--- src/rtl/conv_pkg.sv ---
// Shared types and helpers for the convolution control sequencer.
// Holds the FSM state encoding, the default end-of-run marker and an index-width helper.
// No logic lives here; it is imported by the sequencer and its counters.
package conv_pkg;

  // nrows value in an image header that terminates a run
  localparam logic [15:0] END_MARKER_DEFAULT = 16'h00FF;

  typedef enum logic [3:0] {
    S_IDLE,
    S_HDR_R,
    S_HDR_C,
    S_WDIM,
    S_WGT,
    S_PRIME,
    S_ROW,
    S_COL,
    S_WR,
    S_SKIP,
    S_DONE
  } state_t;

  // Width of an index that counts 0..n-1, never narrower than one bit
  function automatic int idx_w(input int n);
    return (n > 1) ? $clog2(n) : 1;
  endfunction

endpackage

--- src/rtl/seq_counter.sv ---
// Generic up-counter with clear, parallel load, increment and a terminal-value compare.
// Latency: count updates one cycle after the control input; at_term is combinational on the count.
// No backpressure: priority is clear, then load, then increment.
module seq_counter #(
  parameter int W = 8
) (
  input  logic         clk,
  input  logic         reset_b,
  input  logic         clr,
  input  logic         load,
  input  logic [W-1:0] load_val,
  input  logic         inc,
  input  logic [W-1:0] term_val,
  output logic [W-1:0] cnt,
  output logic         at_term
);

  // Count register: clear wins over load, load wins over increment
  always_ff @(posedge clk or negedge reset_b) begin
    if (!reset_b) begin
      cnt <= '0;
    end else if (clr) begin
      cnt <= '0;
    end else if (load) begin
      cnt <= load_val;
    end else if (inc) begin
      cnt <= cnt + 1'b1;
    end
  end

  assign at_term = (cnt == term_val);

endmodule

--- src/rtl/conv_sequencer.sv ---
// Control sequencer for the binary-image convolution engine: headers, weights, rows, columns, writes.
// Latency: nrows valid 2 cycles after dut_run; data strobes fire 1 cycle after their address.
// No backpressure: memories answer in fixed time; dut_run is ignored while busy.
module conv_sequencer
  import conv_pkg::*;
#(
  parameter int                ADDR_W     = 12,
  parameter int                DATA_W     = 16,
  parameter int                KMAX       = 5,
  parameter logic [DATA_W-1:0] END_MARKER = DATA_W'(END_MARKER_DEFAULT)
) (
  input  logic                      clk,
  input  logic                      reset_b,
  input  logic                      dut_run,
  output logic                      dut_busy,
  output logic [ADDR_W-1:0]         dut_sram_read_address,
  input  logic [DATA_W-1:0]         sram_dut_read_data,
  output logic [ADDR_W-1:0]         dut_wmem_read_address,
  input  logic [DATA_W-1:0]         wmem_dut_read_data,
  output logic [ADDR_W-1:0]         dut_sram_write_address,
  output logic                      dut_sram_write_enable,
  output logic                      ld_kdim,
  output logic                      ld_wgt,
  output logic [idx_w(KMAX)-1:0]    wgt_idx,
  output logic                      shift_row,
  output logic                      conv_en,
  output logic [idx_w(DATA_W)-1:0]  col_idx,
  output logic                      err_pulse
);

  localparam int WI = idx_w(KMAX);
  localparam int CI = idx_w(DATA_W);

  state_t              state;
  logic [DATA_W-1:0]   nrows;
  logic [DATA_W-1:0]   ncols;
  logic [DATA_W-1:0]   k_reg;

  logic [ADDR_W-1:0]   rd_cnt, wm_cnt, wr_cnt;
  logic [DATA_W-1:0]   row_cnt;
  logic [CI-1:0]       col_cnt;
  logic                wm_term, row_term, col_term;
  logic                rd_term_unused, wr_term_unused;

  logic                rd_clr, rd_load, rd_inc;
  logic                wm_clr, wm_load, wm_inc;
  logic                wr_clr, wr_inc;
  logic                row_clr, row_inc;
  logic                col_clr, col_inc;
  logic [DATA_W-1:0]   row_term_val;

  logic                run_acc;
  logic                hdr_end;
  logic                first_wgt;
  logic [DATA_W-1:0]   k_eff;
  logic                k_bad;

  // K arrives straight from weight memory in the first WGT cycle and is held in k_reg afterwards
  always_comb begin
    run_acc   = (state == S_IDLE) && dut_run;
    hdr_end   = (sram_dut_read_data == END_MARKER);
    first_wgt = (wm_cnt == ADDR_W'(1));
    k_eff     = first_wgt ? wmem_dut_read_data : k_reg;
    k_bad     = (k_eff == '0) || (k_eff > DATA_W'(KMAX)) ||
                (k_eff > nrows) || (k_eff > ncols);
  end

  // Counter controls derived from the current state; the counters themselves are the address registers
  always_comb begin
    rd_clr  = run_acc;
    rd_load = (state == S_SKIP);
    rd_inc  = (state == S_HDR_R) || ((state == S_HDR_C) && !hdr_end) ||
              (state == S_PRIME) || (state == S_ROW);

    wm_clr  = (state == S_HDR_C) && !hdr_end;
    wm_load = (state == S_WDIM);
    wm_inc  = (state == S_WGT) && !k_bad && !wm_term;

    wr_clr  = run_acc;
    wr_inc  = (state == S_WR);

    // Row counter doubles as the priming-read counter; it is idle between the two uses
    row_term_val = (state == S_PRIME) ? (k_reg - DATA_W'(2)) : (nrows - k_reg);
    row_clr      = run_acc || (((state == S_PRIME) || (state == S_WR)) && row_term);
    row_inc      = ((state == S_PRIME) || (state == S_WR)) && !row_term;

    col_clr = (state == S_ROW);
    col_inc = (state == S_COL) && conv_en && !col_term;
  end

  seq_counter #(.W(ADDR_W)) u_rd_cnt (
    .clk      (clk),
    .reset_b  (reset_b),
    .clr      (rd_clr),
    .load     (rd_load),
    .load_val (rd_cnt + ADDR_W'(nrows)),
    .inc      (rd_inc),
    .term_val ('0),
    .cnt      (rd_cnt),
    .at_term  (rd_term_unused)
  );

  seq_counter #(.W(ADDR_W)) u_wm_cnt (
    .clk      (clk),
    .reset_b  (reset_b),
    .clr      (wm_clr),
    .load     (wm_load),
    .load_val (ADDR_W'(1)),
    .inc      (wm_inc),
    .term_val (ADDR_W'(k_eff)),
    .cnt      (wm_cnt),
    .at_term  (wm_term)
  );

  seq_counter #(.W(ADDR_W)) u_wr_cnt (
    .clk      (clk),
    .reset_b  (reset_b),
    .clr      (wr_clr),
    .load     (1'b0),
    .load_val ('0),
    .inc      (wr_inc),
    .term_val ('0),
    .cnt      (wr_cnt),
    .at_term  (wr_term_unused)
  );

  seq_counter #(.W(DATA_W)) u_row_cnt (
    .clk      (clk),
    .reset_b  (reset_b),
    .clr      (row_clr),
    .load     (1'b0),
    .load_val ('0),
    .inc      (row_inc),
    .term_val (row_term_val),
    .cnt      (row_cnt),
    .at_term  (row_term)
  );

  seq_counter #(.W(CI)) u_col_cnt (
    .clk      (clk),
    .reset_b  (reset_b),
    .clr      (col_clr),
    .load     (1'b0),
    .load_val ('0),
    .inc      (col_inc),
    .term_val (CI'(ncols - k_reg)),
    .cnt      (col_cnt),
    .at_term  (col_term)
  );

  assign dut_sram_read_address  = rd_cnt;
  assign dut_wmem_read_address  = wm_cnt;
  assign dut_sram_write_address = wr_cnt;
  assign col_idx                = col_cnt;

  // Sequencer FSM with registered strobes; strobes default low and are raised for exactly one cycle
  always_ff @(posedge clk or negedge reset_b) begin
    if (!reset_b) begin
      state                 <= S_IDLE;
      dut_busy              <= 1'b0;
      nrows                 <= '0;
      ncols                 <= '0;
      k_reg                 <= '0;
      dut_sram_write_enable <= 1'b0;
      ld_kdim               <= 1'b0;
      ld_wgt                <= 1'b0;
      wgt_idx               <= '0;
      shift_row             <= 1'b0;
      conv_en               <= 1'b0;
      err_pulse             <= 1'b0;
    end else begin
      dut_sram_write_enable <= 1'b0;
      ld_kdim               <= 1'b0;
      ld_wgt                <= 1'b0;
      shift_row             <= 1'b0;
      err_pulse             <= 1'b0;
      case (state)
        S_IDLE: begin
          if (dut_run) begin
            dut_busy <= 1'b1;
            state    <= S_HDR_R;
          end
        end
        S_HDR_R: state <= S_HDR_C;
        S_HDR_C: begin
          nrows <= sram_dut_read_data;
          state <= hdr_end ? S_DONE : S_WDIM;
        end
        S_WDIM: begin
          ncols   <= sram_dut_read_data;
          ld_kdim <= 1'b1;
          state   <= S_WGT;
        end
        S_WGT: begin
          if (first_wgt) begin
            k_reg <= wmem_dut_read_data;
          end
          if (k_bad) begin
            err_pulse <= 1'b1;
            state     <= S_SKIP;
          end else begin
            ld_wgt  <= 1'b1;
            wgt_idx <= WI'(wm_cnt - 1'b1);
            if (wm_term) begin
              state <= (k_eff == DATA_W'(1)) ? S_ROW : S_PRIME;
            end
          end
        end
        S_PRIME: begin
          shift_row <= 1'b1;
          if (row_term) begin
            state <= S_ROW;
          end
        end
        S_ROW: begin
          shift_row <= 1'b1;
          conv_en   <= 1'b0;
          state     <= S_COL;
        end
        S_COL: begin
          // First COL cycle is the bubble in which the new row is shifted in
          if (!conv_en) begin
            conv_en <= 1'b1;
          end else if (col_term) begin
            conv_en               <= 1'b0;
            dut_sram_write_enable <= 1'b1;
            state                 <= S_WR;
          end
        end
        S_WR:    state <= row_term ? S_HDR_R : S_ROW;
        S_SKIP:  state <= S_HDR_R;
        S_DONE: begin
          dut_busy <= 1'b0;
          state    <= S_IDLE;
        end
        default: state <= S_IDLE;
      endcase
    end
  end

endmodule

--- config.mk ---
export PLATFORM = sky130hd
export DESIGN_NAME = conv_sequencer
export DESIGN_NICKNAME = d
export VERILOG_FILES = /design/src/rtl/conv_pkg.sv /design/src/rtl/seq_counter.sv /design/src/rtl/conv_sequencer.sv
export SDC_FILE = /design/constraint.sdc
export NUM_CORES = 1
export LEC_CHECK = 0
export BUFFER_PORTS_ARGS = -buffer_cell sky130_fd_sc_hd__clkbuf_2
export CORE_MARGIN = 10
export CORE_UTILIZATION = 50
export CTS_BUF_LIST = sky130_fd_sc_hd__clkbuf_4 sky130_fd_sc_hd__clkbuf_8 sky130_fd_sc_hd__clkbuf_16
export DETAILED_ROUTE_END_ITERATION = 16
export PLACE_DENSITY = 0.73
export SETUP_SLACK_MARGIN = 0.05
export SYNTH_ARGS = -nofsm -noshare
export SYNTH_HDL_FRONTEND = slang
export SYNTH_HIERARCHICAL = 1
export SYNTH_SLANG_ARGS = --single-unit
export TNS_END_PERCENT = 10
--- constraint.sdc ---
create_clock -name clk -period 7.65 [get_ports clk]
set_input_delay 1.1475 -clock clk [delete_from_list [all_inputs] [get_ports clk]]
set_output_delay 1.1475 -clock clk [all_outputs]
set_load 0.05 [all_outputs]
Word-level counts from Yosys, hierarchy flattened
Index checks and enable logic that the tools add are counted.
{"block": "totals", "ff_bits": 118, "in_bits": 35, "out_inout_bits": 50, "word_cells": 124}
{"block": "classes", "addsub": 10, "magnitude_cmp": 3, "eq_ne": 21, "mux": 38, "bitwise_logic": 1, "n_reduce_logical": 34}
{"cell": "two-way mux 12 bit", "count": 8}
{"cell": "two-way mux 16 bit", "count": 4}
{"cell": "one-hot mux 4 bit (10 select lines)", "count": 1}
{"cell": "adder 12 x 1 -> 12 bit, second input constant", "count": 3}
{"cell": "two-way mux 4 bit", "count": 9}
{"cell": "greater-than comparator 16 bit", "count": 2}
{"cell": "adder 16 x 1 -> 16 bit, second input constant", "count": 1}
{"cell": "== test 16 x 1 -> 1 bit, second input constant", "count": 1}
{"cell": "== test 16 bit", "count": 1}
{"cell": "== test 16 x 8 -> 1 bit, second input constant", "count": 1}
{"cell": "== test 4 x 3 -> 1 bit, second input constant", "count": 4}
{"cell": "greater-than comparator 16 x 3 -> 1 bit, second input constant", "count": 1}
{"cell": "zero test 16 bit", "count": 1}
{"cell": "subtractor 16 bit", "count": 1}
{"cell": "subtractor 16 x 2 -> 16 bit, second input constant", "count": 1}
{"cell": "adder 12 bit", "count": 1}
{"cell": "== test 12 x 1 -> 1 bit, second input constant", "count": 1}
{"cell": "== test 12 bit", "count": 1}
{"cell": "== test 4 bit, second input constant", "count": 3}
{"cell": "two-way mux 1 bit", "count": 12}
{"cell": "nonzero test 2 bit", "count": 5}
{"cell": "== test 4 x 2 -> 1 bit, second input constant", "count": 2}
{"cell": "logical AND 1 bit", "count": 8}
{"cell": "logical OR 1 bit", "count": 8}
{"cell": "other kinds (17)", "count": 27}

Logic depth before layout (Yosys ltp)
{"block": "logic_depth", "word_depth": 12, "ltp_mapped": 19, "mapped_depth_nobuf": 19}

Cells and area by module
The synthesis kept the hierarchy.
{"mod": "conv_sequencer", "n_inst": 1, "cells_each": 687, "area_each_um2": 5514.0}
{"mod": "seq_counter at u_rd_cnt ...", "n_inst": 2, "cells_each": 91, "area_each_um2": 827.0}
{"mod": "seq_counter at u_row_cnt", "n_inst": 1, "cells_each": 134, "area_each_um2": 1226.2}
{"mod": "seq_counter at u_wr_cnt", "n_inst": 1, "cells_each": 101, "area_each_um2": 885.8}
{"mod": "seq_counter at u_col_cnt", "n_inst": 1, "cells_each": 27, "area_each_um2": 266.5}

Worst setup path before layout
No wires, ideal clock.
{"block": "synth_path", "path_kind": "register to register", "from": "register u_wm_cnt.cnt[1]", "to": "register u_wm_cnt.cnt[9]", "arrival_time_ns": 5.204, "required_ns": 7.551, "path_slack_ns": 2.346, "stages_incl_launch_ff": 19, "n_path_buf": 3, "synth_period_minus_slack_ns": 5.304, "path_cell_list": "dfrtp_1 inv_1 ha_1 nor4b_2 nand3_1 clkbuf_1 clkbuf_1 mux2_2 ha_1 nand4_1 nor4_1 nand3_1 o211ai_1 nand4_1 nor3_1 buf_2 nand3_1 or4_1 a311oi_1"}
{"block": "synth_via", "elab_chain_cells": 10, "elab_cells_between_ends": 19, "cone_classes": "add/sub: 1; order compare: 3; eq/ne: 2; mux: 4; reduce/logical: 9"}
{"element": "start: declaration", "line": "seq_counter.sv:14", "source": "output logic [W-1:0] cnt,"}
{"element": "start signal: assignment", "line": "seq_counter.sv:25", "source": "cnt <= load_val;"}
{"element": "start signal: assignment", "line": "seq_counter.sv:27", "source": "cnt <= cnt + 1'b1;"}
{"element": "== test 12 x 1 -> 1 bit *", "line": "conv_sequencer.sv:62", "source": "first_wgt = (wm_cnt == ADDR_W'(1));"}
{"element": "two-way mux 16 bit *"}
{"element": "net k_eff[10]", "line": "conv_sequencer.sv:55", "source": "logic [DATA_W-1:0] k_eff;"}
{"element": "greater-than comparator 16 x 3 -> 1 bit / zero test 16 bit (equally long branches)", "line": "conv_sequencer.sv:64", "source": "k_bad = (k_eff == '0) || (k_eff > DATA_W'(KMAX)) ||"}
{"element": "logical OR 1 bit (2 in a row)", "line": "conv_sequencer.sv:64"}
{"element": "logical OR 1 bit", "line": "conv_sequencer.sv:65", "source": "(k_eff > nrows) || (k_eff > ncols);"}
{"element": "zero test 1 bit", "line": "conv_sequencer.sv:77", "source": "wm_inc = (state == S_WGT) && !k_bad && !wm_term;"}
{"element": "logical AND 1 bit", "line": "conv_sequencer.sv:77"}
{"element": "logical AND 1 bit *", "line": "conv_sequencer.sv:77"}
{"element": "net wm_inc", "line": "conv_sequencer.sv:46", "source": "logic wm_clr, wm_load, wm_inc;"}
{"element": "nonzero test 3 bit (no line) *"}
The timed path passes the listed nets; every way through them passes the cells marked *. The select of a mux whose other input is x is not followed.
A chain may end at the register's enable or synchronous reset.

Worst setup path after layout
{"block": "layout_path", "from": "register u_wm_cnt.cnt[1]", "to": "register u_wm_cnt.cnt[8]"}
{"block": "layout_via", "elab_chain_cells": 10, "elab_cells_between_ends": 19, "cone_classes": "add/sub: 1; order compare: 3; eq/ne: 2; mux: 4; reduce/logical: 9"}
{"element": "== test 12 x 1 -> 1 bit *", "line": "conv_sequencer.sv:62"}
{"element": "two-way mux 16 bit *"}
{"element": "net k_eff[14]", "line": "conv_sequencer.sv:55"}
{"element": "greater-than comparator 16 x 3 -> 1 bit / zero test 16 bit (equally long branches)", "line": "conv_sequencer.sv:64"}
{"element": "logical OR 1 bit (2 in a row)", "line": "conv_sequencer.sv:64"}
{"element": "logical OR 1 bit *", "line": "conv_sequencer.sv:65"}
{"element": "zero test 1 bit *", "line": "conv_sequencer.sv:77"}
{"element": "logical AND 1 bit * (2 in a row)", "line": "conv_sequencer.sv:77"}
{"element": "net wm_inc", "line": "conv_sequencer.sv:46"}
{"element": "nonzero test 3 bit (no line) *"}
Marks and branches as above.

==> impl.org <==
** Cells and area
- Leaving out fill and tap cells, the most frequent cell in the layout is sky130_fd_sc_hd__dfrtp_1.
- Number of nets in the finished design :: 1313
- Synthesis-to-finish area growth :: 14.4%
- Of the cells placed in the final design, the portion with a size suffix greater than 1 is 0.146.
- The top cell types in the final layout, fill and taps aside, are sky130_fd_sc_hd__dfrtp_1 (118), sky130_fd_sc_hd__nand2_1 (114), sky130_fd_sc_hd__inv_1 (86), sky130_fd_sc_hd__o21ai_0 (83), sky130_fd_sc_hd__clkbuf_2 (83).
- Diodes inserted :: 0
- Finished Layout Cells :: 1451
- Post-route standard cell area excluding fillers :: 10600 um2

** Min path
- Hold Path Origin :: dut_busy$_DFFE_PN0P_
- The worst hold path was traced through 2 stages.
- Hold Crit Endpoint :: dut_busy$_DFFE_PN0P_
- The worst hold path belongs to the class reg -> reg.

** Floorplanning
- Die outline width :: 156 um
- Standard-cell rows :: 49
- Starting density of the core :: 0.512
- Count of pins on the block boundary :: 85
- DIE HEIGHT :: 156 um
- After floorplanning, the core was sized to cover 18100 um2.
- The die covers 24400 um2.

** STA
- For the final routed database, the setup TNS stands at 0 ns.
- In the post-route analysis, the smallest setup slack over all paths is 1.80 ns.
- Setup repair after global routing left no endpoint under its margin.
- Measured slew at the worst slew-check pin :: 1.14 ns
- Min Tclk post-route :: 5.85 ns
- Timing would allow up to 171 MHz.
- Number of pins with negative max-slew slack in the final report :: 0
- The hold violation count in the final report was 0.
- In the finished design, the share of the clock period the worst path needs comes to 0.764.
- Setup clock skew after layout :: 0.0147 ns
- Measured against its own limit, the worst slew margin works out to 0.237.
- Setup-violating endpoint count in the final report :: 0

** CTS
- Cts bufs inserted :: 17
- Clock-pin slew was measured on the worst setup and hold paths at 0.06 ns.
- CTS resizes :: 0
- The H-tree was split into 4 levels.
- The clock passes through at most 2 buffers.
- The clock drives 118 sinks.
- Clock Root Buffer :: sky130_fd_sc_hd__clkbuf_16
- Post-CTS timing repair inserted 0 buffers for setup.
- CTS tree :: built
- Clock Latency Late Sink :: 0.43 ns
- The number of hold buffers added after CTS was 0.

** Yosys
- Counting every instance in the synthesized netlist gives 1099.
- Yosys warnings :: 6
- Area of the mapped netlist :: 9290 um2
- Dividing the synthesized area by the synthesized cell count gives 8.45 um2.

** Detailed routing
- Iteration-0 DRC count of the detailed router :: 624
- In this run the remaining antenna-violating nets after routing total 0.
- Number of remaining DRC errors :: 0
- Ratio of routed vias to standard cells :: 5.85
- First drt pass iteration count :: 5
- The detailed router placed 8488 vias in this run.
- The final layout contains routed wiring with a total length of 26.2 mm.
- Wire length per cell :: 18.1 um

** Place
- Summed over all nets, the half-perimeter wirelength after detailed placement is 19.9 mm.
- Once placement completed, the tool counted placed cells totaling 1419.
- Input and output buffers added on the ports amount to 84.
- Summing all placed instances gives a cell area of 10000 um2.
- Routability-driven placement finished with a final weighted congestion of 0.980.
- OpenSTA, run right after detailed placement, puts the worst setup slack at 1.97 ns.

** Worst setup path
- The startpoint identified for the worst register-to-register timing path is u_wm_cnt/cnt[1]$_DFFE_PN0P_.
- Worst Setup End Kind :: register
- Endpoint of the worst register-to-register path :: u_wm_cnt/cnt[8]$_DFFE_PN0P_
- Crit Path Category :: reg -> reg
- The number of cells on the worst reg-to-reg path is 16.
- The worst setup path is launched from a register.
- Worst path arrival time :: 6.16 ns
- In this run the worst path has a maximum fanout of 21.
- Slack of the worst reg-to-reg path :: 1.80 ns
- For the worst setup path, the data required time is 7.96 ns.

** Power
- Leakage power of the design :: 4.77 nW
- Total power per unit cell area :: 493 nW/um2
- The worst-case IR drop observed on VDD is 0.264 mV.
- The completed layout was analyzed and its total power is 0.00524 W.

** GRT
- Overflow left after global routing :: 0
- Vias in the first global route :: 8056
- Across every metal layer, demand over resource in global routing totals 0.214.
- Antenna violations before repair :: 0
- Entering global routing, the biggest net connects 67 pins.
- Wire length of the first global-routing pass :: 42.2 mm

** Job
- Max_cap viols :: 0

** Run status
- Status :: completed
==> through the flow <==
stage	utilization	hold WS (ns)
after CTS	0.586	0.507
after global routing	0.586	0.547
after detailed placement	0.552	0.496
after global placement	0.552	0.492
after floorplan	-	0.508
final	0.586	0.508
==> report_power, final <==
part / switching (W) / internal [W] / leakage, nW
clock: 0.000334 / 0.000520 / 0.296
combinational: 0.00188 / 0.00121 / 3.00
sequential: 0.000414 / 0.000876 / 1.48
==> how the worst max path moves through the flow <==
stage / to / cells after the start / startpoint
floorplan: u_wm_cnt/cnt[9]$_DFFE_PN0P_ / 18 / u_wm_cnt/cnt[1]$_DFFE_PN0P_
global placement: u_wm_cnt/cnt[9]$_DFFE_PN0P_ / 16 / u_wm_cnt/cnt[1]$_DFFE_PN0P_
detailed placement: u_wm_cnt/cnt[9]$_DFFE_PN0P_ / 16 / u_wm_cnt/cnt[1]$_DFFE_PN0P_
CTS: u_wm_cnt/cnt[10]$_DFFE_PN0P_ / 16 / u_wm_cnt/cnt[1]$_DFFE_PN0P_
global route: u_wm_cnt/cnt[7]$_DFFE_PN0P_ / 16 / u_wm_cnt/cnt[1]$_DFFE_PN0P_
finish: u_wm_cnt/cnt[8]$_DFFE_PN0P_ / 16 / u_wm_cnt/cnt[1]$_DFFE_PN0P_
==> worst max-delay path, stage by stage (launching register included) <==
cell and delay (ns):
sky130_fd_sc_hd__dfrtp_1 0.47, sky130_fd_sc_hd__inv_1 0.12, sky130_fd_sc_hd__ha_1 0.14, sky130_fd_sc_hd__nor4b_2 0.34
sky130_fd_sc_hd__nand3_1 0.12, sky130_fd_sc_hd__buf_4 0.25, sky130_fd_sc_hd__mux2_2 0.34, sky130_fd_sc_hd__ha_1 0.34
sky130_fd_sc_hd__nand4_1 0.18, sky130_fd_sc_hd__nor4_1 0.75, sky130_fd_sc_hd__nand3_1 0.15, sky130_fd_sc_hd__o211ai_1 0.45
sky130_fd_sc_hd__nand4_1 0.21, sky130_fd_sc_hd__nor3_1 0.75, sky130_fd_sc_hd__nand2_1 0.28, sky130_fd_sc_hd__or4_1 0.50
sky130_fd_sc_hd__a311oi_1 0.32
==> layout make-up <==
class / count / area, um2
clock inverter: 15 / 189
timing repair buffer: 92 / 483
tap: 229 / 287
fill: 1656 / 7520
inverter: 87 / 327
sequential: 118 / 2950
clock buffer: 17 / 425
multi-input combinational: 893 / 5970
==> per-layer routing <==
| layer | GRT usage | wire [um] | up-vias |
|---|---|---|---|
| met5 | 0 | 0 | - |
| met4 | 0.0831 | 759 | 0 |
| met3 | 0.0469 | 1630 | 44 |
| met2 | 0.330 | 11800 | 276 |
| met1 | 0.288 | 12000 | 4015 |
| li1 | - | - | 4153 |
No activity file was read; power rests on OpenSTA's default activity.
